===== config.mk =====
export PLATFORM = sky130hd
export DESIGN_NAME = doublesha
export DESIGN_NICKNAME = d
export VERILOG_FILES = /design/src/rtl/sha256_pkg.sv /design/src/rtl/sha256_round.sv /design/src/rtl/doublesha.sv
export SDC_FILE = /design/constraint.sdc
export NUM_CORES = 2
export LEC_CHECK = 0
export CELL_PAD_IN_SITES_DETAIL_PLACEMENT = 1
export CELL_PAD_IN_SITES_GLOBAL_PLACEMENT = 2
export CORE_ASPECT_RATIO = 0.75
export CORE_MARGIN = 3
export CORE_UTILIZATION = 39
export DETAILED_ROUTE_END_ITERATION = 10
export GPL_TIMING_DRIVEN = 1
export PLACE_DENSITY = 0.95
export SLEW_MARGIN = 20
export SYNTH_ARGS = -nofsm -noshare
export SYNTH_HDL_FRONTEND = slang
export SYNTH_SLANG_ARGS = --single-unit

===== constraint.sdc =====
create_clock -name clk_i -period 20.9 [get_ports clk_i]
set_input_delay 4.18 -clock clk_i [delete_from_list [all_inputs] [get_ports clk_i]]
set_output_delay 4.18 -clock clk_i [all_outputs]
set_load 0.01 [all_outputs]

===== src/rtl/sha256_pkg.sv =====
// Shared SHA-256 definitions: word and state types, round constants,
// initial hash value, the compression helper functions and the FSM encoding.
package sha256_pkg;

  typedef logic [31:0] word_t;

  // Element 0 holds a (or H0); element 7 holds h (or H7).
  typedef logic [7:0][31:0] state_t;

  // Element 0 is the oldest schedule word, which is W_t for the current round.
  typedef logic [15:0][31:0] window_t;

  typedef enum logic [2:0] {
    ST_LOAD,
    ST_RND1,
    ST_ADD1,
    ST_RND2,
    ST_ADD2,
    ST_RND3,
    ST_FIN,
    ST_DONE
  } fsm_t;

  // The first listed word lands in element 7, so IV[0] is 6a09e667.
  localparam state_t IV = {
    32'h5be0cd19, 32'h1f83d9ab, 32'h9b05688c, 32'h510e527f,
    32'ha54ff53a, 32'h3c6ef372, 32'hbb67ae85, 32'h6a09e667
  };

  localparam word_t K [64] = '{
    32'h428a2f98, 32'h71374491, 32'hb5c0fbcf, 32'he9b5dba5,
    32'h3956c25b, 32'h59f111f1, 32'h923f82a4, 32'hab1c5ed5,
    32'hd807aa98, 32'h12835b01, 32'h243185be, 32'h550c7dc3,
    32'h72be5d74, 32'h80deb1fe, 32'h9bdc06a7, 32'hc19bf174,
    32'he49b69c1, 32'hefbe4786, 32'h0fc19dc6, 32'h240ca1cc,
    32'h2de92c6f, 32'h4a7484aa, 32'h5cb0a9dc, 32'h76f988da,
    32'h983e5152, 32'ha831c66d, 32'hb00327c8, 32'hbf597fc7,
    32'hc6e00bf3, 32'hd5a79147, 32'h06ca6351, 32'h14292967,
    32'h27b70a85, 32'h2e1b2138, 32'h4d2c6dfc, 32'h53380d13,
    32'h650a7354, 32'h766a0abb, 32'h81c2c92e, 32'h92722c85,
    32'ha2bfe8a1, 32'ha81a664b, 32'hc24b8b70, 32'hc76c51a3,
    32'hd192e819, 32'hd6990624, 32'hf40e3585, 32'h106aa070,
    32'h19a4c116, 32'h1e376c08, 32'h2748774c, 32'h34b0bcb5,
    32'h391c0cb3, 32'h4ed8aa4a, 32'h5b9cca4f, 32'h682e6ff3,
    32'h748f82ee, 32'h78a5636f, 32'h84c87814, 32'h8cc70208,
    32'h90befffa, 32'ha4506ceb, 32'hbef9a3f7, 32'hc67178f2
  };

  function automatic word_t rotr(input word_t x, input int n);
    return (x >> n) | (x << (32 - n));
  endfunction

  function automatic word_t ch(input word_t x, input word_t y, input word_t z);
    return (x & y) ^ (~x & z);
  endfunction

  function automatic word_t maj(input word_t x, input word_t y, input word_t z);
    return (x & y) ^ (x & z) ^ (y & z);
  endfunction

  function automatic word_t bsig0(input word_t x);
    return rotr(x, 2) ^ rotr(x, 13) ^ rotr(x, 22);
  endfunction

  function automatic word_t bsig1(input word_t x);
    return rotr(x, 6) ^ rotr(x, 11) ^ rotr(x, 25);
  endfunction

  function automatic word_t ssig0(input word_t x);
    return rotr(x, 7) ^ rotr(x, 18) ^ (x >> 3);
  endfunction

  function automatic word_t ssig1(input word_t x);
    return rotr(x, 17) ^ rotr(x, 19) ^ (x >> 10);
  endfunction

  // Splits a big-endian 512-bit chunk into the schedule window, first word at element 0.
  function automatic window_t toWindow(input logic [511:0] chunk);
    window_t r;
    for (int i = 0; i < 16; i++) begin
      r[i] = chunk[511 - 32*i -: 32];
    end
    return r;
  endfunction

endpackage


===== src/rtl/sha256_round.sv =====
// One combinational SHA-256 compression round: a..h, W_t and K_t in, next a..h out.
module sha256_round
  import sha256_pkg::*;
(
  input  state_t i_state,
  input  word_t  i_w,
  input  word_t  i_k,
  output state_t o_state
);

  word_t w_t1;
  word_t w_t2;

  // Standard round: temporaries T1/T2, then a..h rotate down with d and h absorbing T1.
  always_comb begin
    w_t1 = i_state[7] + bsig1(i_state[4]) + ch(i_state[4], i_state[5], i_state[6]) + i_k + i_w;
    w_t2 = bsig0(i_state[0]) + maj(i_state[0], i_state[1], i_state[2]);
    o_state[0] = w_t1 + w_t2;
    o_state[1] = i_state[0];
    o_state[2] = i_state[1];
    o_state[3] = i_state[2];
    o_state[4] = i_state[3] + w_t1;
    o_state[5] = i_state[4];
    o_state[6] = i_state[5];
    o_state[7] = i_state[6];
  end

endmodule


===== src/rtl/doublesha.sv =====
// Double SHA-256 of a fixed 80-byte message, one round per clock.
// The core starts on reset release and finishes exactly 196 edges later,
// so identical instances always complete on the same cycle.
module doublesha
  import sha256_pkg::*;
(
  input  logic         clk_i,
  input  logic         rst_i,
  input  logic [639:0] block_info,
  output logic         complete,
  output logic [255:0] hash
);

  fsm_t          r_state;
  logic [5:0]    r_cnt;
  logic [127:0]  r_tail;
  state_t        r_h;
  state_t        r_work;
  window_t       r_w;
  logic [255:0]  r_hash;
  logic          r_complete;

  state_t        w_next;
  state_t        w_sum;
  word_t         w_wnew;
  logic [255:0]  w_digest;
  logic [255:0]  w_final;

  sha256_round u_round (
    .i_state (r_work),
    .i_w     (r_w[0]),
    .i_k     (K[r_cnt]),
    .o_state (w_next)
  );

  // Schedule word W[t+16], chunk feed-forward sums and big-endian packing of both digests.
  always_comb begin
    w_wnew   = ssig1(r_w[14]) + r_w[9] + ssig0(r_w[1]) + r_w[0];
    w_sum    = '0;
    w_digest = '0;
    w_final  = '0;
    for (int i = 0; i < 8; i++) begin
      w_sum[i]                    = r_h[i] + r_work[i];
      w_digest[255 - 32*i -: 32]  = r_h[i] + r_work[i];
      w_final[255 - 32*i -: 32]   = IV[i] + r_work[i];
    end
  end

  // Sequencer: load, three 64-round passes with feed-forward steps between them, then hold.
  always_ff @(posedge clk_i or negedge rst_i) begin
    if (!rst_i) begin
      r_state    <= ST_LOAD;
      r_cnt      <= '0;
      r_tail     <= '0;
      r_h        <= '0;
      r_work     <= '0;
      r_w        <= '0;
      r_hash     <= '0;
      r_complete <= 1'b0;
    end else begin
      case (r_state)
        ST_LOAD: begin
          // Chunk 0 goes straight into the window; only the tail is needed later.
          r_tail  <= block_info[127:0];
          r_h     <= IV;
          r_work  <= IV;
          r_w     <= toWindow(block_info[639:128]);
          r_cnt   <= '0;
          r_state <= ST_RND1;
        end
        ST_RND1, ST_RND2, ST_RND3: begin
          r_work <= w_next;
          r_w    <= {w_wnew, r_w[15:1]};
          r_cnt  <= r_cnt + 6'd1;
          if (r_cnt == 6'd63) begin
            r_state <= (r_state == ST_RND1) ? ST_ADD1 :
                       (r_state == ST_RND2) ? ST_ADD2 : ST_FIN;
          end
        end
        ST_ADD1: begin
          r_h     <= w_sum;
          r_work  <= w_sum;
          r_w     <= toWindow({r_tail, 32'h80000000, 288'b0, 64'd640});
          r_state <= ST_RND2;
        end
        ST_ADD2: begin
          r_h     <= IV;
          r_work  <= IV;
          r_w     <= toWindow({w_digest, 32'h80000000, 160'b0, 64'd256});
          r_state <= ST_RND3;
        end
        ST_FIN: begin
          r_hash     <= w_final;
          r_complete <= 1'b1;
          r_state    <= ST_DONE;
        end
        ST_DONE: begin
          r_state <= ST_DONE;
        end
      endcase
    end
  end

  assign complete = r_complete;
  assign hash     = r_hash;

endmodule


After elaboration in Yosys (flattened, before gate mapping):

Memories as Yosys holds them, arrays and structs flattened.
Index checks and enable logic that the tools add are counted.

* flip-flop bits (word level): 1418
* word-level logic and storage cells: 121
* memories: 1
* bits in writable memories: 0
* input bits: 642
* output and inout bits: 257
* bits in read-only memories: 2048
* bits in latches: 0

Memory list
* (no name shown): words 64, width 32, read ports 1, clocked after memory_dff 0, write ports 0, RTL line doublesha.sv:32 `.i_k (K[r_cnt]),`

* $lt $le $gt $ge: 1
* add/sub/neg operators: 27
* eq/ne operators: 9
* mux-type cells: 10
* bitwise logic cells: 28
* multipliers: 0
* div/mod/pow operators: 0
* shift operators: 0
* reductions and logical operators: 8

Operator list (number)
* case mux 512 bit (4 select lines): 1
* case mux 256 bit (3 select lines): 1
* adder 32 bit: 18
* case mux 256 bit (2 select lines): 1
* bitwise XOR 32 bit: 9
* AND 32 bit: 5
* adder 31 x 32 -> 32 bit, first input constant: 3
* adder 32 bit, first input constant: 3
* 2-to-1 mux 32 bit: 2
* adder 29 x 32 -> 32 bit, first input constant: 1
* adder 30 x 32 -> 32 bit, first input constant: 1
* NOT 32 bit: 1
* bitwise OR 10 x 32 -> 32 bit: 1
* bitwise OR 13 x 32 -> 32 bit: 1
* bitwise OR 14 x 32 -> 32 bit: 1
* bitwise OR 15 x 32 -> 32 bit: 1
* bitwise OR 19 x 32 -> 32 bit: 1
* bitwise OR 21 x 32 -> 32 bit: 1
* bitwise OR 25 x 32 -> 32 bit: 1
* bitwise OR 26 x 32 -> 32 bit: 1
* bitwise OR 30 x 32 -> 32 bit: 1
* bitwise OR 7 x 32 -> 32 bit: 1
* bitwise XOR 32 x 22 -> 32 bit: 1
* bitwise XOR 32 x 29 -> 32 bit: 1
* other kinds (18): 25

Longest topological paths before layout:

* depth in word-level cells: 9
* mapped depth: 38

Hierarchy:

Synthesis repeated with hierarchy kept, for this count alone.

* cells, all modules: 10958
* area, all modules: 95012.4 sq um

Modules (own cells, without submodules)
* doublesha: seq. area each 35484.0 sq um, area each 84043.1 sq um, cells each 9632, times used 1
* sha256_round: seq. area each 0.0 sq um, area each 10969.3 sq um, cells each 1326, times used 1

Least setup slack after synthesis:

OpenSTA, ideal clock, no wires.

* kind: register to register
* start point: reg r_cnt[2]
* end point: reg r_work[28] (netlist bit)
* cell stages (with the launch flop): 37
* arrival time: 7895 ps
* slack: 12923 ps
* path buffers: 2
* data required time: 20818 ps
* cells stage by stage: dfrtp_1 clkbuf_1 inv_2 buf_1 ha_1 nand2b_1 o2bb2ai_1 o211ai_1 o31ai_1 fa_1 inv_1 ha_1 fa_1 a211oi_1 o21ai_1 o31ai_4 a2bb2oi_2 o21ai_0 o21ai_0 o21bai_1 a21o_1 a21o_1 a21oi_1 xnor2_1 fa_1 ha_1 a21o_1 a21o_1 a21oi_1 nand3_1 o311ai_0 o21ai_0 a21oi_1 nand2b_1 mux2i_1 o21ai_0 a31oi_1

* word-level cells in the longest chain between the ends: 8

RTL lines
* from (decl): RTL line doublesha.sv:15 `logic [5:0] r_cnt;`
* from (signal assigned): RTL line doublesha.sv:74 `r_cnt <= r_cnt + 6'd1;`
* NOT 6 -> 7 bit (implied by the code): RTL line doublesha.sv:32
* memory (64 x 32 bit)
* 2-to-1 mux 32 bit (implied by the code) (2 in series): RTL line doublesha.sv:32
* adder 32 bit (2 in series): RTL line sha256_round.sv:16 `w_t1 = i_state[7] + bsig1(i_state[4]) + ch(i_state[4], i_state[5], i_state[6]) + i_k + i_w;`
* adder 32 bit: RTL line sha256_round.sv:18 `o_state[0] = w_t1 + w_t2;`
* case mux 256 bit (3 select lines): RTL line doublesha.sv:61 `case (r_state)`
* to (signal assigned): RTL line doublesha.sv:72 `r_work <= w_next;`
* to (signal assigned): RTL line doublesha.sv:82 `r_work <= w_sum;`
* to (decl): RTL line doublesha.sv:18 `state_t r_work;`

No other way between the ends. The select of a mux whose other input is x is not followed.
A chain may end at the register's enable or synchronous reset.

Worst setup path after layout:

* start point: reg r_cnt[0]
* end point: reg r_work[28] (netlist bit)

Same word-level chain as after synthesis.

==> flow_metrics.py <==
metrics = {
    "run_status": {
        "outcome": "finished, final reports clean",
    },
    "global_routing": {
        "grtUsageMet3_pct": 12.59,
        "antenna_found_initial": 97,
        "grtUsageMet2_pct": 58.18,
        "busiest_layer": "met2",
        "grt_max_degree": 174,
        "grt_pass1_wl_um": 729700,
        "grt_use_met1_pct": 55.37,
        "grt_pass1_vias": 93200,
        "grtUsageTotal_pct": 41.52,
        "grt-ovfl-total": 0,
    },
    "sta": {
        "rsz0062_at_grt": "false",
        "worst_pin_slew_ns": 1.261,
        "fin_crit_ns": 10.08,
        "fmax_ghz": 0.09925,
        "finalHoldViolations": 0,
        "drv_slew": 0,
        "fin_tns_setup_ns": 0,
        "slew_headroom_pct": 15.32,
        "period_share_pct": 48.21,
        "fin_skew_ns": 0.08963,
        "setup_viol": 0,
    },
    "synth": {
        "synth_compound_area_share_pct": 25.66,
        "synth_most_common_cell": "dfrtp_1",
        "synth_async_sr_flop_share_pct": 100.0,
        "synthAdderAreaFrac_pct": 9.845,
        "syn_area_per_cell_um2": 8.751,
        "yosys.area.top_type": "dfrtp_1",
        "synth_top_family_by_area": "compound AO/OA/AOI/OAI gates",
        "synth-edff-count": 0,
        "syn-cell-area_mm2": 0.09361,
        "ys_top_cells_by_count": "dfrtp_1, nand2_1, o21ai_0",
        "synth-simple-area-share_pct": 12.31,
        "synth_xor_area_share_pct": 7.586,
        "yosys_warnings": 0,
        "ys_top_cells_by_area": "dfrtp_1, o21ai_0, ha_1, nand2_1, xnor2_1",
        "synth_mux_area_share_pct": 1.898,
        "synth_cell_types": 109,
        "synth_top_flop_cell": "dfrtp_1",
        "yosysTopAreaCellShare_pct": 37.90,
        "netlist_instances": 10700,
        "synth_seq_area_share_pct": 37.90,
        "synth_fp_nets": 11940,
        "yosys_register_bits": 1418,
    },
    "floorplan": {
        "coreArea_mm2": 0.2383,
        "dieArea_mm2": 0.2460,
        "die_h_um": 430.3,
        "die_w_um": 571.7,
        "fp-row-count": 155,
        "initial_core_util_pct": 39.28,
        "pin_count": 899,
    },
    "critical_path": {
        "ff2ff_path_depth": 36,
        "required_ns": 21.68,
        "end_kind": "flip-flop",
        "path_max_fanout": 18,
        "reg2reg_from": "r_cnt[0]",
        "cp-start-kind": "flip-flop",
        "path_class": "reg -> reg",
        "critPathSlowestCell": "o311ai_0",
        "critPathMaxStageDelay_ns": 0.74,
        "r2r_end": "r_work[28]",
        "rrSetupSlack_ns": 10.82,
        "critPathArrivalTime_ns": 10.86,
    },
    "routing": {
        "dr.pass1.iters": 9,
        "drc": 0,
        "first_iter_violations": 12000,
        "wirelength_um": 528100,
        "num_vias": 94540,
        "wl_per_cell_um": 36.39,
        "vias_per_cell": 6.514,
        "ant_nets": 0,
    },
    "cells_and_area": {
        "areaGrowthSynthToFinish_pct": 18.99,
        "final_layout_size_suffix_gt1_share_pct": 5.695,
        "final_util_pct": 46.74,
        "fin_nets": 12440,
    },
    "clocking": {
        "clock_latency_ns": 0.89,
        "cts_buffer_depth": 4,
        "cts.sinks": 1418,
        "post_cts_resized": 0,
        "clk_pin_slew_worst_paths_ns": 0.07,
        "post_cts_buffers": 0,
        "cts_htree_levels": 4,
        "cts_buffers": 167,
        "clock_tree.root_cell": "clkbuf_16",
        "cts_tree": "done",
        "cts_hold_buf": 0,
    },
    "placement": {
        "portBuffers": 898,
        "gp_congestion": 1.021,
        "dp_hpwl_um": 402400,
    },
    "worst_hold_path": {
        "min_to": "r_tail[114]",
        "hp-class": "reg -> reg",
        "worstHoldPathCells": 2,
        "hp-start": "r_tail[114]",
    },
    "run": {
        "drv_cap": 0,
    },
}
-- stage by stage --
| step | cells | hold WS [ns] | setup WS (ns) | cell area [um^2] |
|---|---|---|---|---|
| final | 14510 | 0.4769 | 10.82 | 111400 |
| after detailed placement | 14160 | 0.4609 | 11.06 | 105600 |
| after global routing | 14490 | 0.4947 | 10.13 | 111300 |
| after global placement | 14160 | 0.4506 | 10.91 | 105600 |
| after CTS | 14450 | 0.4794 | 10.96 | 111200 |
| after floorplan | 10700 | 0.4380 | 12.92 | 93610 |
-- flip-flops by register name, summed over array words and instances, names as in the netlist --
signal,count
r_w,512
hash,256
r_h,256
r_work,256
r_tail,128
r_cnt,6
r_state,3
complete,1
-- kinds of logic after synthesis --
group                    count (synthesis)
AND/OR/NAND/NOR                       2758
flip-flops                            1418
buffers and inverters                 1191
AO/OA/AOI/OAI                         3735
adder cells (fa/ha/maj)                623
XOR/XNOR                               810
multiplexers                           162
-- worst max-delay path, delay by kind of cell, from the launching register on --
| family | cells | cell delay, ns |
|---|---|---|
| AOI/OAI and AO/OA | 20 | 5.40 |
| xor gates and xnor gates | 1 | 0.26 |
| adders and majority gates | 5 | 2.20 |
| buffers and inverters | 3 | 0.76 |
| DFF | 1 | 0.34 |
| muxes | 1 | 0.18 |
| and+or+nand+nor | 6 | 0.82 |
-- layer usage --
metal	routed length, um	part of all wire [%]	vias up
li1	-	-	39040
met1	210200	40	48340
met2	215500	41	5770
met3	61130	12	1343
met4	41060	7.8	42
met5	287	0.054	-
-- worst max path at each step --
stage / from / endpoint / cells after the start / slack, ns
floorplan: r_cnt[2] / r_work[28] / 36 / 12.92
detailed placement: r_cnt[0] / r_work[28] / 36 / 11.06
CTS: r_cnt[0] / r_work[28] / 36 / 10.96
global route: r_cnt[0] / r_work[28] / 36 / 10.13
global placement: r_cnt[0] / r_work[28] / 36 / 10.91
finish: r_cnt[0] / r_work[28] / 36 / 10.82
-- cell usage in the layout, fill, tap and decap left out, types with 56 or more instances in the layout --
cell type	n
o221ai_1	86
a22o_1	68
nor2_1	899
o21ai_0	1071
o21a_1	72
ha_1	407
diode_2	64
a211oi_1	69
clkbuf_16	169
a21oi_1	722
clkdlybuf4s50_1	897
nand2_1	1306
fa_1	196
dfrtp_1	1411
buf_4	192
a22oi_1	572
mux2i_1	119
inv_1	401
nand2b_1	72
o21bai_1	56
nor3_1	95
a31oi_1	95
a221oi_1	95
a21o_1	247
nand3_1	118
xnor2_1	536
xor2_1	268
o22ai_1	190
-- layout make-up --
class,instances,area [um^2]
clock inverters,51,753.2
clock buffers,236,4841
flip-flops and latches,1418,35500
inverters,407,1539
repair buffers,1109,10840
well taps,3140,3929
fillers,27230,127000
diodes,64,160.2
multi-input cells,8088,53830
Power is left out: the tool's default activity adds up to more than one toggle a clock period on the data nets, which glitch-free logic cannot reach.
